[src/rtl/execute_pipe_if.sv]
// Execute-to-memory stage bus: upstream valid/ready with payload, downstream valid/ready with head entry.
// The stage itself connects through the slave modport; the producer/consumer side uses master.
interface execute_pipe_if #(
    parameter int XLEN = 32
);
    logic            in_valid;
    logic            in_ready;
    logic            load_in;
    logic            store_in;
    logic            next_sel_in;
    logic [1:0]      mem_to_reg_in;
    logic [XLEN-1:0] alu_result_in;
    logic [XLEN-1:0] store_data_in;
    logic [XLEN-1:0] pre_address_in;
    logic [XLEN-1:0] instruction_in;

    logic            out_valid;
    logic            out_ready;
    logic            load;
    logic            store;
    logic            next_sel;
    logic [1:0]      mem_to_reg;
    logic [XLEN-1:0] alu_result;
    logic [XLEN-1:0] store_data;
    logic [XLEN-1:0] pre_address;
    logic [XLEN-1:0] instruction;

    modport master (
        output in_valid, load_in, store_in, next_sel_in, mem_to_reg_in,
               alu_result_in, store_data_in, pre_address_in, instruction_in, out_ready,
        input  in_ready, out_valid, load, store, next_sel, mem_to_reg,
               alu_result, store_data, pre_address, instruction
    );

    modport slave (
        input  in_valid, load_in, store_in, next_sel_in, mem_to_reg_in,
               alu_result_in, store_data_in, pre_address_in, instruction_in, out_ready,
        output in_ready, out_valid, load, store, next_sel, mem_to_reg,
               alu_result, store_data, pre_address, instruction
    );
endinterface

[src/rtl/execute_pipe.sv]
// EX/MEM register with 2-entry skid buffer; accept-to-output latency 1 cycle, 1 instr/cycle.
// in_ready/out_valid are pure flops, so out_ready never reaches in_ready combinationally.
module execute_pipe #(
    parameter int XLEN  = 32,
    parameter int CNT_W = 16
) (
    input  logic             clk,
    input  logic             rst,
    input  logic             i_flush,
    execute_pipe_if.slave    bus,
    output logic [CNT_W-1:0] o_stall_cycles
);

    typedef struct packed {
        logic            load;
        logic            store;
        logic            next_sel;
        logic [1:0]      mem_to_reg;
        logic [XLEN-1:0] alu_result;
        logic [XLEN-1:0] store_data;
        logic [XLEN-1:0] pre_address;
        logic [XLEN-1:0] instruction;
    } entry_t;

    typedef enum logic [1:0] {
        S_EMPTY = 2'd0,
        S_ONE   = 2'd1,
        S_FULL  = 2'd2
    } state_t;

    state_t           r_state;
    state_t           w_next_state;
    logic             r_out_valid;
    logic             r_in_ready;
    entry_t           r_main;
    entry_t           r_skid;
    entry_t           w_in;
    logic             w_accept;
    logic             w_drain;
    logic             w_main_from_in;
    logic             w_main_from_skid;
    logic             w_skid_from_in;
    logic [CNT_W-1:0] r_stall;

    assign w_in.load        = bus.load_in;
    assign w_in.store       = bus.store_in;
    assign w_in.next_sel    = bus.next_sel_in;
    assign w_in.mem_to_reg  = bus.mem_to_reg_in;
    assign w_in.alu_result  = bus.alu_result_in;
    assign w_in.store_data  = bus.store_data_in;
    assign w_in.pre_address = bus.pre_address_in;
    assign w_in.instruction = bus.instruction_in;

    assign w_accept = bus.in_valid & r_in_ready;
    assign w_drain  = r_out_valid & bus.out_ready;

    // Handshake flags are registered from the next state rather than decoded from r_state.
    always_ff @(posedge clk or posedge rst) begin
        if (rst) begin
            r_state     <= S_EMPTY;
            r_out_valid <= 1'b0;
            r_in_ready  <= 1'b1;
        end else begin
            r_state     <= w_next_state;
            r_out_valid <= (w_next_state != S_EMPTY);
            r_in_ready  <= (w_next_state != S_FULL);
        end
    end

    always_comb begin
        w_next_state = r_state;
        case (r_state)
            S_EMPTY: if (w_accept) w_next_state = S_ONE;
            S_ONE: begin
                if (w_accept && !w_drain)      w_next_state = S_FULL;
                else if (!w_accept && w_drain) w_next_state = S_EMPTY;
            end
            S_FULL:  if (w_drain) w_next_state = S_ONE;
            default: w_next_state = S_EMPTY;
        endcase
        if (i_flush) w_next_state = S_EMPTY;
    end

    always_comb begin
        w_main_from_in   = 1'b0;
        w_main_from_skid = 1'b0;
        w_skid_from_in   = 1'b0;
        if (!i_flush) begin
            case (r_state)
                S_EMPTY: w_main_from_in = w_accept;
                S_ONE: begin
                    w_main_from_in = w_accept & w_drain;
                    w_skid_from_in = w_accept & ~w_drain;
                end
                S_FULL:  w_main_from_skid = w_drain;
                default: ;
            endcase
        end
    end

    always_ff @(posedge clk or posedge rst) begin
        if (rst) begin
            r_main <= '0;
        end else if (w_main_from_in) begin
            r_main <= w_in;
        end else if (w_main_from_skid) begin
            r_main <= r_skid;
        end
    end

    always_ff @(posedge clk or posedge rst) begin
        if (rst) begin
            r_skid <= '0;
        end else if (w_skid_from_in) begin
            r_skid <= w_in;
        end
    end

    always_ff @(posedge clk or posedge rst) begin
        if (rst) begin
            r_stall <= '0;
        end else if (r_out_valid && !bus.out_ready && (r_stall != '1)) begin
            r_stall <= r_stall + {{(CNT_W-1){1'b0}}, 1'b1};
        end
    end

    assign bus.in_ready    = r_in_ready;
    assign bus.out_valid   = r_out_valid;
    // Memory side effects are suppressed on bubbles; the rest of the payload just holds.
    assign bus.load        = r_main.load & r_out_valid;
    assign bus.store       = r_main.store & r_out_valid;
    assign bus.next_sel    = r_main.next_sel;
    assign bus.mem_to_reg  = r_main.mem_to_reg;
    assign bus.alu_result  = r_main.alu_result;
    assign bus.store_data  = r_main.store_data;
    assign bus.pre_address = r_main.pre_address;
    assign bus.instruction = r_main.instruction;
    assign o_stall_cycles  = r_stall;

endmodule
[src/flat_wrapper.sv]
// flat-port wrapper written by rule: the top's interface ports become plain ports
module execute_pipe_flat 
#(
    parameter int XLEN  = 32,
    parameter int CNT_W = 16
)
  (clk, rst, i_flush, o_stall_cycles, bus_in_valid, bus_load_in, bus_store_in, bus_next_sel_in, bus_mem_to_reg_in, bus_alu_result_in, bus_store_data_in, bus_pre_address_in, bus_instruction_in, bus_out_ready, bus_in_ready, bus_out_valid, bus_load, bus_store, bus_next_sel, bus_mem_to_reg, bus_alu_result, bus_store_data, bus_pre_address, bus_instruction);
  execute_pipe_if #(.XLEN(XLEN)) bus_i ();
  input  logic clk;
  input  logic rst;
  input  logic i_flush;
  output logic [CNT_W-1:0] o_stall_cycles;
  input wire logic [$bits(bus_i.in_valid)-1:0] bus_in_valid;
  input wire logic [$bits(bus_i.load_in)-1:0] bus_load_in;
  input wire logic [$bits(bus_i.store_in)-1:0] bus_store_in;
  input wire logic [$bits(bus_i.next_sel_in)-1:0] bus_next_sel_in;
  input wire logic [$bits(bus_i.mem_to_reg_in)-1:0] bus_mem_to_reg_in;
  input wire logic [$bits(bus_i.alu_result_in)-1:0] bus_alu_result_in;
  input wire logic [$bits(bus_i.store_data_in)-1:0] bus_store_data_in;
  input wire logic [$bits(bus_i.pre_address_in)-1:0] bus_pre_address_in;
  input wire logic [$bits(bus_i.instruction_in)-1:0] bus_instruction_in;
  input wire logic [$bits(bus_i.out_ready)-1:0] bus_out_ready;
  output wire logic [$bits(bus_i.in_ready)-1:0] bus_in_ready;
  output wire logic [$bits(bus_i.out_valid)-1:0] bus_out_valid;
  output wire logic [$bits(bus_i.load)-1:0] bus_load;
  output wire logic [$bits(bus_i.store)-1:0] bus_store;
  output wire logic [$bits(bus_i.next_sel)-1:0] bus_next_sel;
  output wire logic [$bits(bus_i.mem_to_reg)-1:0] bus_mem_to_reg;
  output wire logic [$bits(bus_i.alu_result)-1:0] bus_alu_result;
  output wire logic [$bits(bus_i.store_data)-1:0] bus_store_data;
  output wire logic [$bits(bus_i.pre_address)-1:0] bus_pre_address;
  output wire logic [$bits(bus_i.instruction)-1:0] bus_instruction;
  assign bus_i.in_valid = bus_in_valid;
  assign bus_i.load_in = bus_load_in;
  assign bus_i.store_in = bus_store_in;
  assign bus_i.next_sel_in = bus_next_sel_in;
  assign bus_i.mem_to_reg_in = bus_mem_to_reg_in;
  assign bus_i.alu_result_in = bus_alu_result_in;
  assign bus_i.store_data_in = bus_store_data_in;
  assign bus_i.pre_address_in = bus_pre_address_in;
  assign bus_i.instruction_in = bus_instruction_in;
  assign bus_i.out_ready = bus_out_ready;
  assign bus_in_ready = bus_i.in_ready;
  assign bus_out_valid = bus_i.out_valid;
  assign bus_load = bus_i.load;
  assign bus_store = bus_i.store;
  assign bus_next_sel = bus_i.next_sel;
  assign bus_mem_to_reg = bus_i.mem_to_reg;
  assign bus_alu_result = bus_i.alu_result;
  assign bus_store_data = bus_i.store_data;
  assign bus_pre_address = bus_i.pre_address;
  assign bus_instruction = bus_i.instruction;
  execute_pipe #(.XLEN(XLEN), .CNT_W(CNT_W)) u_core (.clk(clk), .rst(rst), .i_flush(i_flush), .bus(bus_i), .o_stall_cycles(o_stall_cycles));
endmodule
[config.mk]
export PLATFORM = sky130hd
export DESIGN_NAME = execute_pipe_flat
export DESIGN_NICKNAME = d
export VERILOG_FILES = /design/src/rtl/execute_pipe_if.sv /design/src/rtl/execute_pipe.sv /design/src/flat_wrapper.sv
export SDC_FILE = /design/constraint.sdc
export NUM_CORES = 1
export LEC_CHECK = 0
export CAP_MARGIN = 20
export CORE_ASPECT_RATIO = 0.7
export CORE_MARGIN = 3
export CORE_UTILIZATION = 25
export DETAILED_ROUTE_END_ITERATION = 16
export PLACE_DENSITY = 0.54
export REMOVE_ABC_BUFFERS = 1
export SETUP_SLACK_MARGIN = 0.1
export SLEW_MARGIN = 5
export SYNTH_ARGS = -nofsm -noshare
export SYNTH_HDL_FRONTEND = slang
export SYNTH_SLANG_ARGS = --single-unit
[constraint.sdc]
create_clock -name clk -period 13.78 [get_ports clk]
set_input_delay 2.756 -clock clk [delete_from_list [all_inputs] [get_ports clk]]
set_output_delay 2.756 -clock clk [all_outputs]
set_load 0.05 [all_outputs]
==> run metrics <==
yosys warns=0; initial DRC count=266; CP Launch Type=primary input; Post-synth EDFFs=0; share of cells above drive strength 1=32.1%; Top Ports=289; clock skew=0.0145 ns; antenna violations before repair=5; worst skew pair latency=0.57 ns; most frequent CP cell=buf_4; H-tree levels=1; Post-CTS Setup Bufs=0; crit-path cells=clkdlybuf4s50_1, a21bo_2, nand2_1, a21oi_4, buf_4, buf_4, mux2_2; DP HPWL=21,200 um; ys flop type=dfrtp_1; Largest register FFs=133; Syn Area/Cell=13.7 um2; Final Max Slew Viols=0; IO buf count=288; final antenna-violating net count=0; register bit total from synthesis=286; final instance area=17,100 um2; WP data arrival=6.40 ns; via count=7,907; final wirelength=33,300 um; Yosys cell types=43; P&R area growth vs syn=26.3%; setup tns final=0 ns; TritonCTS clock tree=yes; Final Setup Violations=0; maximum capacitance violations=0; Chip Height=201 um; Seq/Total Area, Yosys=52.9%; routed vias/inst=4.20; hold depth=2; Cell Area, Synth=13,500 um2; GP Congestion=0.749; Tightest Pin Transition=1.09 ns; gr ovfl total=0; Worst VDD drop=0.0991 mV; CTS Buf Count=31; final net count=1,280; R2R depth=6; Leak=7.30 nW; status=complete, no violations; vias in the first global route=8,315; global-route wire length before repair=51,300 um; slowest CP cell=a21oi_4; PD cells=220 nW/um2; biggest cell delay along the critical path=0.80 ns; post-synthesis async set-or-reset flop share=100%; Placeable Area=52,900 um2; # hold bufs at CTS=0; clock-pin slew on the worst setup and hold paths=0.06 ns; Hold WC Path Type=reg -> reg; Final min period=5.95 ns; Max Fclk=168 MHz; FF-to-FF setup slack=9.97 ns; DP Area=16,100 um2; row count=70; GRT Total Usage=11.3%; final hold violation count=0; first-pass detailed-route iteration total=4; WS Path Type=in -> reg; Clock Sinks=286; routed wire length per instance=17.7 um; worst path required time=14.23 ns; Initial Util=25.6%; largest net degree at the start of global routing=98; slew margin rel.=27.5%; RSZ-0062 raised after global routing=false; post-cts sizing count=0; Top reg by flops=u_core.r_skid; critical path capture point type=flip-flop; Die ar.=57,000 um2; synthesized netlist cell count=988; DRC Markers=0; CTS root buf=clkbuf_16; crit path max fanout=56; final period utilization=43.2%; clk buf depth=3; die width=284 um
-- path summary, 6_finish.rpt --
path,start,endpoint
setup reg to reg,u_core.bus.in_ready$_DFF_PP1_,u_core.bus.pre_address[0]$_DFFE_PP0P_
max in group asynchronous,rst,u_core.r_skid[46]$_DFFE_PP0P_
setup / recovery,bus_out_ready,u_core.bus.pre_address[0]$_DFFE_PP0P_
hold reg to reg,u_core.r_skid[13]$_DFFE_PP0P_,u_core.bus.instruction[13]$_DFFE_PP0P_
hold / removal,u_core.r_skid[13]$_DFFE_PP0P_,u_core.bus.instruction[13]$_DFFE_PP0P_
min in group asynchronous,rst,u_core.bus.store_data[19]$_DFFE_PP0P_
-- logic make-up (layout without fill, tap and decap cells) --
logic type	after synthesis	after routing	share of synthesized area [%]
AO/OA/AOI/OAI	94	94	4.38
XOR/XNOR	15	15	0.971
adder cells (fa/ha/maj)	1	1	0.0924
buffers and inverters	223	398	11.1
flip-flops	286	286	52.9
multiplexers	316	316	28.2
other	0	1	0
AND/OR/NAND/NOR	53	53	2.36
-- through the flow --
step	setup WS (ns)	hold WS [ns]	total power [mW]	cells	util, %
after global placement	7.23	0.476	2.93	1828	30.4
after detailed placement	7.20	0.485	2.96	1828	30.4
final	7.83	0.499	3.77	1884	32.3
after floorplan	3.13	0.467	2.43	810	-
after global routing	7.60	0.513	3.96	1883	32.3
after CTS	7.80	0.500	3.82	1883	32.3
-- where the power goes --
part	internal [mW]	total, mW	switching [mW]	leakage (nW)
sequential	1.18	1.37	0.190	3.50
combinational	0.687	1.57	0.885	3.33
clock	0.481	0.831	0.350	0.478
-- synthesized netlist by cell type, drive strengths merged (2+ instances only) --
cell type  number  area, um2
mux2          316       3820
xnor2           7       61.3
clkbuf         13       48.8
nand4b          2       17.5
nand3           4       20.0
nand3b          2       15.0
and3b           2       17.5
inv            45        169
nor3b           2       15.0
nor3            4       20.0
o21ai          43        215
xor2            8       70.1
nand2           6       22.5
buf           165       1280
nand4           6       37.5
nand2b          2       12.5
a22oi          42        315
and2            4       25.0
dfrtp         285       7130
and3            2       12.5
nor2            7       26.3
nor4            4       31.3
a21oi           5       28.8
-- final cells by class --
class                           count  area, um2
Antenna cell                        1       2.50
Clock inverter                     11        118
Fill cell                        5229      35800
Inverter                           45        176
Timing Repair Buffer              298       2960
Tap cell                          720        901
Clock buffer                       44        885
Multi-Input combinational cell    479       4900
Sequential cell                   286       7160
-- placed cells by master (no fill, tap or decap), types with 6 or more instances in the layout --
cell / Yosys / final
a22oi_1: 42 / 42
buf_4: 130 / 10
clkbuf_1: 13 / 7
clkbuf_16: 0 / 31
clkbuf_8: 0 / 6
clkdlybuf4s50_1: 0 / 288
dfrtp_1: 285 / 285
inv_1: 45 / 44
mux2_1: 10 / 10
mux2_2: 236 / 236
mux2_4: 70 / 70
nand2_1: 6 / 6
nand4_1: 6 / 6
nor2_1: 7 / 6
o21ai_0: 43 / 43
xnor2_1: 7 / 7
xor2_1: 8 / 8
-- metal layers --
metal / wire length [um] / part of all wire [%] / track usage, %
met2: 13700 / 41 / 16.1
met1: 16400 / 49 / 16.4
met4: 672 / 2.0 / 2.24
met3: 2420 / 7.3 / 3.98
met5: 74 / 0.22 / 0
-- worst max-delay path, delay by kind of cell --
family | cells | cell delay, ns
compound gates | 2 | 1.02
buf+inv | 3 | 1.96
mux | 1 | 0.42
simple gates | 1 | 0.10
Note: power is estimated with default switching activity, not from simulation.
